**src/rtl/bictr_seq_ctrl_if.sv**
```systemverilog
// Control bus between the segment sequencer and the up/down counter with count-to flag.
// The master side (sequencer) drives load/step controls; the counter returns tercnt/count.
interface bictr_seq_ctrl_if #(
  parameter int unsigned WIDTH = 8
);
  logic [WIDTH-1:0] data;
  logic [WIDTH-1:0] count_to;
  logic             up_dn;
  logic             load_n;
  logic             cen;
  logic             tercnt;
  logic [WIDTH-1:0] count;

  modport master (
    output data, count_to, up_dn, load_n, cen,
    input  tercnt, count
  );

  modport slave (
    input  data, count_to, up_dn, load_n, cen,
    output tercnt, count
  );
endinterface

```
**src/rtl/bictr_seq_ctrl.sv**
```systemverilog
// Segment sequencer: walks an up/down counter through programmed target/direction ramps.
// Define BICTR_SEQ_DWELL_EN to add a per-segment dwell (HOLD state, prog_dwell, hold_active).
module bictr_seq_ctrl #(
  parameter int unsigned  WIDTH = 8,
  parameter int unsigned  DEPTH = 4,
  localparam int unsigned AW    = $clog2(DEPTH)
) (
  input  logic             clk,
  input  logic             reset,
  input  logic             prog_we,
  input  logic [AW-1:0]    prog_addr,
  input  logic [WIDTH-1:0] prog_target,
  input  logic             prog_dir,
`ifdef BICTR_SEQ_DWELL_EN
  input  logic [7:0]       prog_dwell,
  output logic             hold_active,
`endif
  output logic             prog_err,
  input  logic [AW-1:0]    seg_last,
  input  logic [WIDTH-1:0] start_val,
  input  logic             loop_en,
  input  logic             start,
  input  logic             abort,
  output logic             busy,
  output logic             done,
  output logic [AW-1:0]    seg_idx,
  bictr_seq_ctrl_if.master ctr
);

  typedef enum logic [2:0] {
    StIdle,
    StLoad,
    StRun,
    StNext,
    StDone
`ifdef BICTR_SEQ_DWELL_EN
    , StHold
`endif
  } state_e;

  state_e           state_q, state_d;
  logic [AW-1:0]    seg_idx_q, seg_idx_d, seg_last_q, seg_last_d, nxt_idx;
  logic [WIDTH-1:0] data_q, data_d, count_to_q, count_to_d;
  logic             up_dn_q, up_dn_d, prog_err_q;
  logic [WIDTH-1:0] tgt_q [DEPTH];
  logic             dir_q [DEPTH];
`ifdef BICTR_SEQ_DWELL_EN
  logic [7:0]       dwell_q [DEPTH];
  logic [7:0]       hold_cnt_q, hold_cnt_d;
`endif

  // Slots are only writable while idle so a running sequence sees a stable table.
  always_ff @(posedge clk or posedge reset) begin
    if (reset) begin
      for (int i = 0; i < DEPTH; i++) begin
        tgt_q[i] <= '0;
        dir_q[i] <= 1'b0;
`ifdef BICTR_SEQ_DWELL_EN
        dwell_q[i] <= '0;
`endif
      end
    end else if (prog_we && (state_q == StIdle)) begin
      tgt_q[prog_addr] <= prog_target;
      dir_q[prog_addr] <= prog_dir;
`ifdef BICTR_SEQ_DWELL_EN
      dwell_q[prog_addr] <= prog_dwell;
`endif
    end
  end

  always_comb begin
    state_d    = state_q;
    seg_idx_d  = seg_idx_q;
    seg_last_d = seg_last_q;
    data_d     = data_q;
    count_to_d = count_to_q;
    up_dn_d    = up_dn_q;
    nxt_idx    = seg_idx_q + AW'(1);
`ifdef BICTR_SEQ_DWELL_EN
    hold_cnt_d = hold_cnt_q;
`endif
    if (abort) begin
      state_d = StIdle;
    end else begin
      unique case (state_q)
        StIdle: begin
          if (start) begin
            data_d     = start_val;
            seg_last_d = seg_last;
            seg_idx_d  = '0;
            count_to_d = tgt_q[0];
            up_dn_d    = dir_q[0];
            state_d    = StLoad;
          end
        end
        StLoad: state_d = StRun;
        StRun: begin
          if (ctr.tercnt) begin
`ifdef BICTR_SEQ_DWELL_EN
            if (dwell_q[seg_idx_q] != 8'd0) begin
              hold_cnt_d = dwell_q[seg_idx_q];
              state_d    = StHold;
            end else begin
              state_d = StNext;
            end
`else
            state_d = StNext;
`endif
          end
        end
`ifdef BICTR_SEQ_DWELL_EN
        StHold: begin
          hold_cnt_d = hold_cnt_q - 8'd1;
          if (hold_cnt_q == 8'd1) state_d = StNext;
        end
`endif
        StNext: begin
          if (seg_idx_q != seg_last_q) begin
            seg_idx_d  = nxt_idx;
            count_to_d = tgt_q[nxt_idx];
            up_dn_d    = dir_q[nxt_idx];
            state_d    = StRun;
          end else begin
            state_d = StDone;
          end
        end
        StDone: begin
          // Looping resumes from the counter's current value; no reload.
          if (loop_en) begin
            seg_idx_d  = '0;
            count_to_d = tgt_q[0];
            up_dn_d    = dir_q[0];
            state_d    = StRun;
          end else begin
            state_d = StIdle;
          end
        end
        default: state_d = StIdle;
      endcase
    end
  end

  always_ff @(posedge clk or posedge reset) begin
    if (reset) begin
      state_q    <= StIdle;
      seg_idx_q  <= '0;
      seg_last_q <= '0;
      data_q     <= '0;
      count_to_q <= '0;
      up_dn_q    <= 1'b1;
      prog_err_q <= 1'b0;
`ifdef BICTR_SEQ_DWELL_EN
      hold_cnt_q <= '0;
`endif
    end else begin
      state_q    <= state_d;
      seg_idx_q  <= seg_idx_d;
      seg_last_q <= seg_last_d;
      data_q     <= data_d;
      count_to_q <= count_to_d;
      up_dn_q    <= up_dn_d;
      prog_err_q <= prog_we & (state_q != StIdle);
`ifdef BICTR_SEQ_DWELL_EN
      hold_cnt_q <= hold_cnt_d;
`endif
    end
  end

  // cen follows tercnt combinationally so the counter stops exactly on the target.
  always_comb begin
    ctr.load_n = 1'b1;
    ctr.cen    = 1'b0;
    if (state_q == StLoad) ctr.load_n = 1'b0;
    if (state_q == StRun)  ctr.cen    = ~ctr.tercnt;
  end

  assign ctr.data     = data_q;
  assign ctr.count_to = count_to_q;
  assign ctr.up_dn    = up_dn_q;
  assign busy         = (state_q != StIdle);
  assign done         = (state_q == StDone);
  assign seg_idx      = seg_idx_q;
  assign prog_err     = prog_err_q;
`ifdef BICTR_SEQ_DWELL_EN
  assign hold_active  = (state_q == StHold);
`endif

endmodule

```
**src/flat_wrapper.sv**
```systemverilog
// flat-port wrapper written by rule: the top's interface ports become plain ports
module bictr_seq_ctrl_flat 
#(
  parameter int unsigned  WIDTH = 8,
  parameter int unsigned  DEPTH = 4,
  localparam int unsigned AW    = $clog2(DEPTH)
)
  (clk, reset, prog_we, prog_addr, prog_target, prog_dir, prog_err, seg_last, start_val, loop_en, start, abort, busy, done, seg_idx, ctr_data, ctr_count_to, ctr_up_dn, ctr_load_n, ctr_cen, ctr_tercnt, ctr_count);
  bictr_seq_ctrl_if #(.WIDTH(WIDTH)) ctr_i ();
  input  logic clk;
  input  logic reset;
  input  logic prog_we;
  input  logic [AW-1:0] prog_addr;
  input  logic [WIDTH-1:0] prog_target;
  input  logic prog_dir;
  output logic prog_err;
  input  logic [AW-1:0] seg_last;
  input  logic [WIDTH-1:0] start_val;
  input  logic loop_en;
  input  logic start;
  input  logic abort;
  output logic busy;
  output logic done;
  output logic [AW-1:0] seg_idx;
  output wire logic [$bits(ctr_i.data)-1:0] ctr_data;
  output wire logic [$bits(ctr_i.count_to)-1:0] ctr_count_to;
  output wire logic [$bits(ctr_i.up_dn)-1:0] ctr_up_dn;
  output wire logic [$bits(ctr_i.load_n)-1:0] ctr_load_n;
  output wire logic [$bits(ctr_i.cen)-1:0] ctr_cen;
  input wire logic [$bits(ctr_i.tercnt)-1:0] ctr_tercnt;
  input wire logic [$bits(ctr_i.count)-1:0] ctr_count;
  assign ctr_data = ctr_i.data;
  assign ctr_count_to = ctr_i.count_to;
  assign ctr_up_dn = ctr_i.up_dn;
  assign ctr_load_n = ctr_i.load_n;
  assign ctr_cen = ctr_i.cen;
  assign ctr_i.tercnt = ctr_tercnt;
  assign ctr_i.count = ctr_count;
  bictr_seq_ctrl #(.WIDTH(WIDTH), .DEPTH(DEPTH)) u_core (.clk(clk), .reset(reset), .prog_we(prog_we), .prog_addr(prog_addr), .prog_target(prog_target), .prog_dir(prog_dir), .prog_err(prog_err), .seg_last(seg_last), .start_val(start_val), .loop_en(loop_en), .start(start), .abort(abort), .busy(busy), .done(done), .seg_idx(seg_idx), .ctr(ctr_i));
endmodule
```
**config.mk**
```make
export PLATFORM = sky130hd
export DESIGN_NAME = bictr_seq_ctrl_flat
export DESIGN_NICKNAME = d
export VERILOG_FILES = /design/src/rtl/bictr_seq_ctrl_if.sv /design/src/rtl/bictr_seq_ctrl.sv /design/src/flat_wrapper.sv
export SDC_FILE = /design/constraint.sdc
export NUM_CORES = 1
export LEC_CHECK = 0
export ABC_AREA = 1
export CAP_MARGIN = 25
export CORE_ASPECT_RATIO = 1.5
export CORE_MARGIN = 4
export CORE_UTILIZATION = 51
export CTS_CLUSTER_SIZE = 20
export DETAILED_ROUTE_END_ITERATION = 7
export PLACE_DENSITY = 0.84
export SLEW_MARGIN = 20
export SYNTH_ARGS = -nofsm -noshare
export SYNTH_HDL_FRONTEND = slang
export SYNTH_SLANG_ARGS = --single-unit
```
**constraint.sdc**
```tcl
create_clock -name clk -period 2.4 [get_ports clk]
set_clock_uncertainty 0.15 [all_clocks]
set_input_delay 0.36 -clock clk [delete_from_list [all_inputs] [get_ports clk]]
set_output_delay 0.36 -clock clk [all_outputs]
set_load 0.02 [all_outputs]
```
Word-level counts from Yosys, hierarchy flattened
Index checks and enable logic that the tools add are counted.

Register bits: 61. Bits in latches: 0. Memory bits (writable): 0. Bits in read-only memories: 0. Input bits: 36. Memories: 0.

Add/subtract/negate cells: 1. Multipliers: 0. Div/mod/pow operators: 0. Magnitude comparators: 3. Equality and inequality tests: 10. Shifts and indexed selects: 0. Muxes and demuxes: 32. Bitwise operators: 5. Reductions and logical operators: 8.

Operator list (number): 2-to-1 mux 8 bit (6); bitwise mux 32 bit (1); one-hot mux 8 bit (3 select lines) (1); binary-select mux 8 bit (select 2 bit) (1); demux 8 bit (select 2 bit) (1); one-hot mux 3 bit (5 select lines) (1); 2-to-1 mux 3 bit (4); 2-to-1 mux 1 bit (8); 2-to-1 mux 2 bit (4); equality test 3 x 2 -> 1 bit (second input constant) (2); >= comparator 3 bit (second input constant) (2); != test 3 bit (second input constant) (2); NOT 2 -> 3 bit (2); one-hot mux 2 bit (3 select lines) (1); nonzero test 3 bit (2); AND reduction 5 bit (1); bitwise mux 4 bit (1); != test 2 bit (second input constant) (2); equality test 3 x 1 -> 1 bit (second input constant) (1); equality test 3 bit (second input constant) (1); zero test 3 bit (1); less-than comparator 3 x 1 -> 1 bit (second input constant) (1); one-hot mux 1 bit (3 select lines) (1); AND reduction 3 bit (1); 9 further kinds (11).

Logic depth before layout (Yosys ltp)
Depth in word-level cells: 7. Gate-level depth with buffers: 9. Depth with buffers taken out: 8.

Least setup slack after synthesis
No wires, ideal clock.

Path kind: reg2out. From: register u_core.state_q[0]. To: output port ctr_cen. Data arrival time: 1093 ps. Data required time: 1890 ps. Slack: 797 ps. Cell stages (with the launch flop): 4. Buffers on the path: 0. Cell sequence: dfrtp_1 inv_1 nand2_1 nor3_1.

Cells in the longest elaborated chain, start to end: 2.

Ends and longest elaborated chain: start, declared (line bictr_seq_ctrl.sv:41) `state_e state_q, state_d;`; start signal, assigned (line bictr_seq_ctrl.sv:145) `state_q <= StIdle;`; start signal, assigned (line bictr_seq_ctrl.sv:156) `state_q <= state_d;`; equality test 3 x 2 -> 1 bit (line bictr_seq_ctrl.sv:174) `if (state_q == StRun) ctr.cen = ~ctr.tercnt;`; 2-to-1 mux 1 bit (line bictr_seq_ctrl.sv:174); end, declared (line flat_wrapper.sv:29) `output wire logic [$bits(ctr_i.cen)-1:0] ctr_cen;`.

No other way between the ends.

Worst setup path in the final report
From: register u_core.state_q[2]. To: output port busy.

Cells in the longest elaborated chain, start to end: 1.

Ends and longest elaborated chain: nonzero test 3 bit (line bictr_seq_ctrl.sv:180) `assign busy = (state_q != StIdle);`; end, declared (line flat_wrapper.sv:22) `output logic busy;`.

No other way between the ends.

==> results.cfg <==
[power]
power.density_nw_per_um2 = 977
cellLeakagePower_uw = 0.00181
ir_drop_mv = 0.464

[finish]
layout-drive-gt1-share_pct = 8.51
final_nets = 454
fin_cells = 493
syn_to_final_growth_pct = 29.0
n_antenna_cell = 0

[floorplanning]
die-height_um = 99.6
dieArea_um2 = 6880
pin_count = 60
start_util_pct = 52.3
core_um2 = 5450
die_width_um = 69.1
rows = 33

[drt]
via_count = 2427
vias_per_cell = 4.92
drc_errors = 0
wl_mm = 6.24
wire_per_inst_um = 12.7
detail_route.iter0.violations = 184
drt-pass1-iter-count = 4
ant_nets = 0

[synth]
syn_area_um2 = 2850
synth_nets = 393
synth_top_family_by_area = simple AND/OR/NAND/NOR gates
synthDistinctLibCells = 22
synthMuxAreaShare_pct = 0
yosysMostFrequentCell = nand2_1
synth-edff-count = 0
yosysWarnings = 0
ys_ff_latch = 61
synth-adder-area-share_pct = 0
synth_commonest_cells = 127 x nand2_1, 61 x inv_1, 60 x dfrtp_1
ys_async_sr_fraction_pct = 100
synth_compound_gate_area_share_pct = 10.9
synth_cells = 357
ys.flop_type = dfrtp_1
seq_area_frac_synth_pct = 53.6
synth_area_per_cell_um2 = 7.99
synthSimpleGateAreaFrac_pct = 24.7
synth-xor-area-share_pct = 0.307
synth_top_area_share_pct = 52.7
synthTopCellsByArea = dfrtp_1 53%, nand2_1 17%, o21ai_0 9.8%, inv_1 8.0%, nand3_1 2.5%
yosys.area.top_type = dfrtp_1

[clock_tree]
cts_sinks = 61
cts_buffers = 9
h-tree-depth = 3
cts_root_buf = clkbuf_8
clock_latency_ns = 0.34
cts_tree = yes
clock_path_buffers = 2
ctsHoldBuffers = 0
clkTransAtPathRegs_ns = 0.07

[hold_path]
hp-class = in2async

[setup_path]
r2r-start = u_core.state_q[2]
crit_path_max_fanout = 7
cpPeakStageDelay_ns = 0.53
critPathLaunch = u_core.state_q[2]
r2r_slack_ns = 0.49
cp-end-kind = output pin
slowest_stage = clkdlybuf4s50_1
reg2reg_to = u_core.tgt_q[27]
arrival_ns = 1.71
critPathCapture = busy
startpoint_type = flop
worst-setup-path-type = reg2out
worstPathRequired_ns = 1.89
r2r_cells = 6
worstPathCellList = inv_2 -> nand2_2 -> nor2_4 -> inv_1 -> clkdlybuf4s50_1

[global_route]
gr-total-overflow = 0
gr-usage-all-layers_pct = 20.2
grt_pass1_wl_mm = 11.0
antenna_found_initial = 0
grt_pass1_vias = 2452
grt_max_degree = 25

[placed_design]
dp_cells = 477
portBuffers = 51
pre_cts_slack_ns = 0.199
gp_congestion = 0.827
hpwl_mm = 4.56

[sta]
slew_viol_final = 0
setup_tns_ns = 0
slew-limit-headroom_pct = 58.6
rsz0062_at_grt = no
period_needed_ns = 2.22
hold_viol = 0
fmax_mhz = 450
fin_ws_ns = 0.176
period_share_pct = 92.7
finalSetupViolations = 0
worst_slew_pin_slew_ns = 0.619
whs_ns = 0.198

[job]
maxCapViolCount = 0

[status]
status = finished clean
per-layer routing:
metal	global-route usage [%]	vias to the layer above	part of all wire (%)
li1	-	1221	-
met1	23.5	1123	40
met2	34.3	69	52
met3	4.85	14	5.6
met4	10.7	0	2.5
met5	0	-	0
worst min-delay path by stage:
stage                                        end  cells after the start  slack, ns
after floorplan                u_core.state_q[1]                      1       0.27
after global placement          u_core.ctr.up_dn                      2       0.31
after detailed placement  u_core.ctr.count_to[6]                      2       0.32
after CTS                     u_core.ctr.data[5]                      2       0.20
after global routing          u_core.ctr.data[5]                      2       0.22
final                         u_core.ctr.data[5]                      2       0.20
area by class of cell:
cell class / instances / area (µm²)
fill: 447 / 1770
clock buffer: 10 / 138
tap: 70 / 87.6
inverter: 62 / 233
clock inverter: 6 / 62.6
multi-input combinational: 225 / 1020
timing repair buffer: 59 / 607
sequential: 61 / 1530
report_power, final:
| group | total, µW | switching (µW) | internal [µW] | leakage [µW] |
|---|---|---|---|---|
| clock network | 907 | 402 | 505 | 0.000106 |
| logic | 1120 | 627 | 492 | 0.000955 |
| registers | 1570 | 184 | 1390 | 0.000753 |
| total | 3590 | 1210 | 2380 | 0.00181 |
kinds of logic after synthesis:
group                     count (synthesis)
and+or+nand+nor                         162
buffers and inverters                    71
AOI/OAI and AO/OA                        62
DFF                                      61
xor gates and xnor gates                  1
sequential cells by signal, summed over array words and instances (netlist names):
signal,flops
u_core.seg_idx,2
u_core.prog_err,1
u_core.ctr.up_dn,1
u_core.ctr.data,8
u_core.seg_last_q,2
u_core.state_q,3
u_core.dir_q,4
u_core.ctr.count_to,8
u_core.tgt_q,32
per-stage QoR:
| stage | cell area [µm²] | util (%) | power [µW] |
|---|---|---|---|
| CTS | 3680 | 67.5 | 3630 |
| finish | 3680 | 67.5 | 3590 |
| detailed placement | 3480 | 63.9 | 2710 |
| global placement | 3480 | 63.9 | 2650 |
| floorplan | 2850 | - | 2220 |
| global route | 3680 | 67.5 | 3840 |
worst max-delay path, delay by kind of cell (launching register included):
kind | cells | cell delay (ns)
buffers and inverters | 3 | 0.72
flip-flops | 1 | 0.44
AND/OR/NAND/NOR | 2 | 0.23
timing repair:
action | CTS | global route
setup endpoints to repair | 1 | 0
endpoints found under the hold margin | 0 | 0
resized for setup | 1 | 0
setup buffers | 0 | 0
cells in the final DEF, fill, tap and decap left out, types with 2 or more instances in the layout:
cell type	instances
dfrtp_1	60
clkbuf_8	10
inv_1	60
buf_12	3
buf_4	5
nor3_1	3
nand2_1	127
clkinv_4	2
nand3_1	14
o21ai_0	56
nor2_2	2
clkdlybuf4s50_1	50
inv_2	2
nor3_4	4
clkinv_2	3
nor2_1	8
o21ai_1	4
No activity file was read; power rests on OpenSTA's default activity.
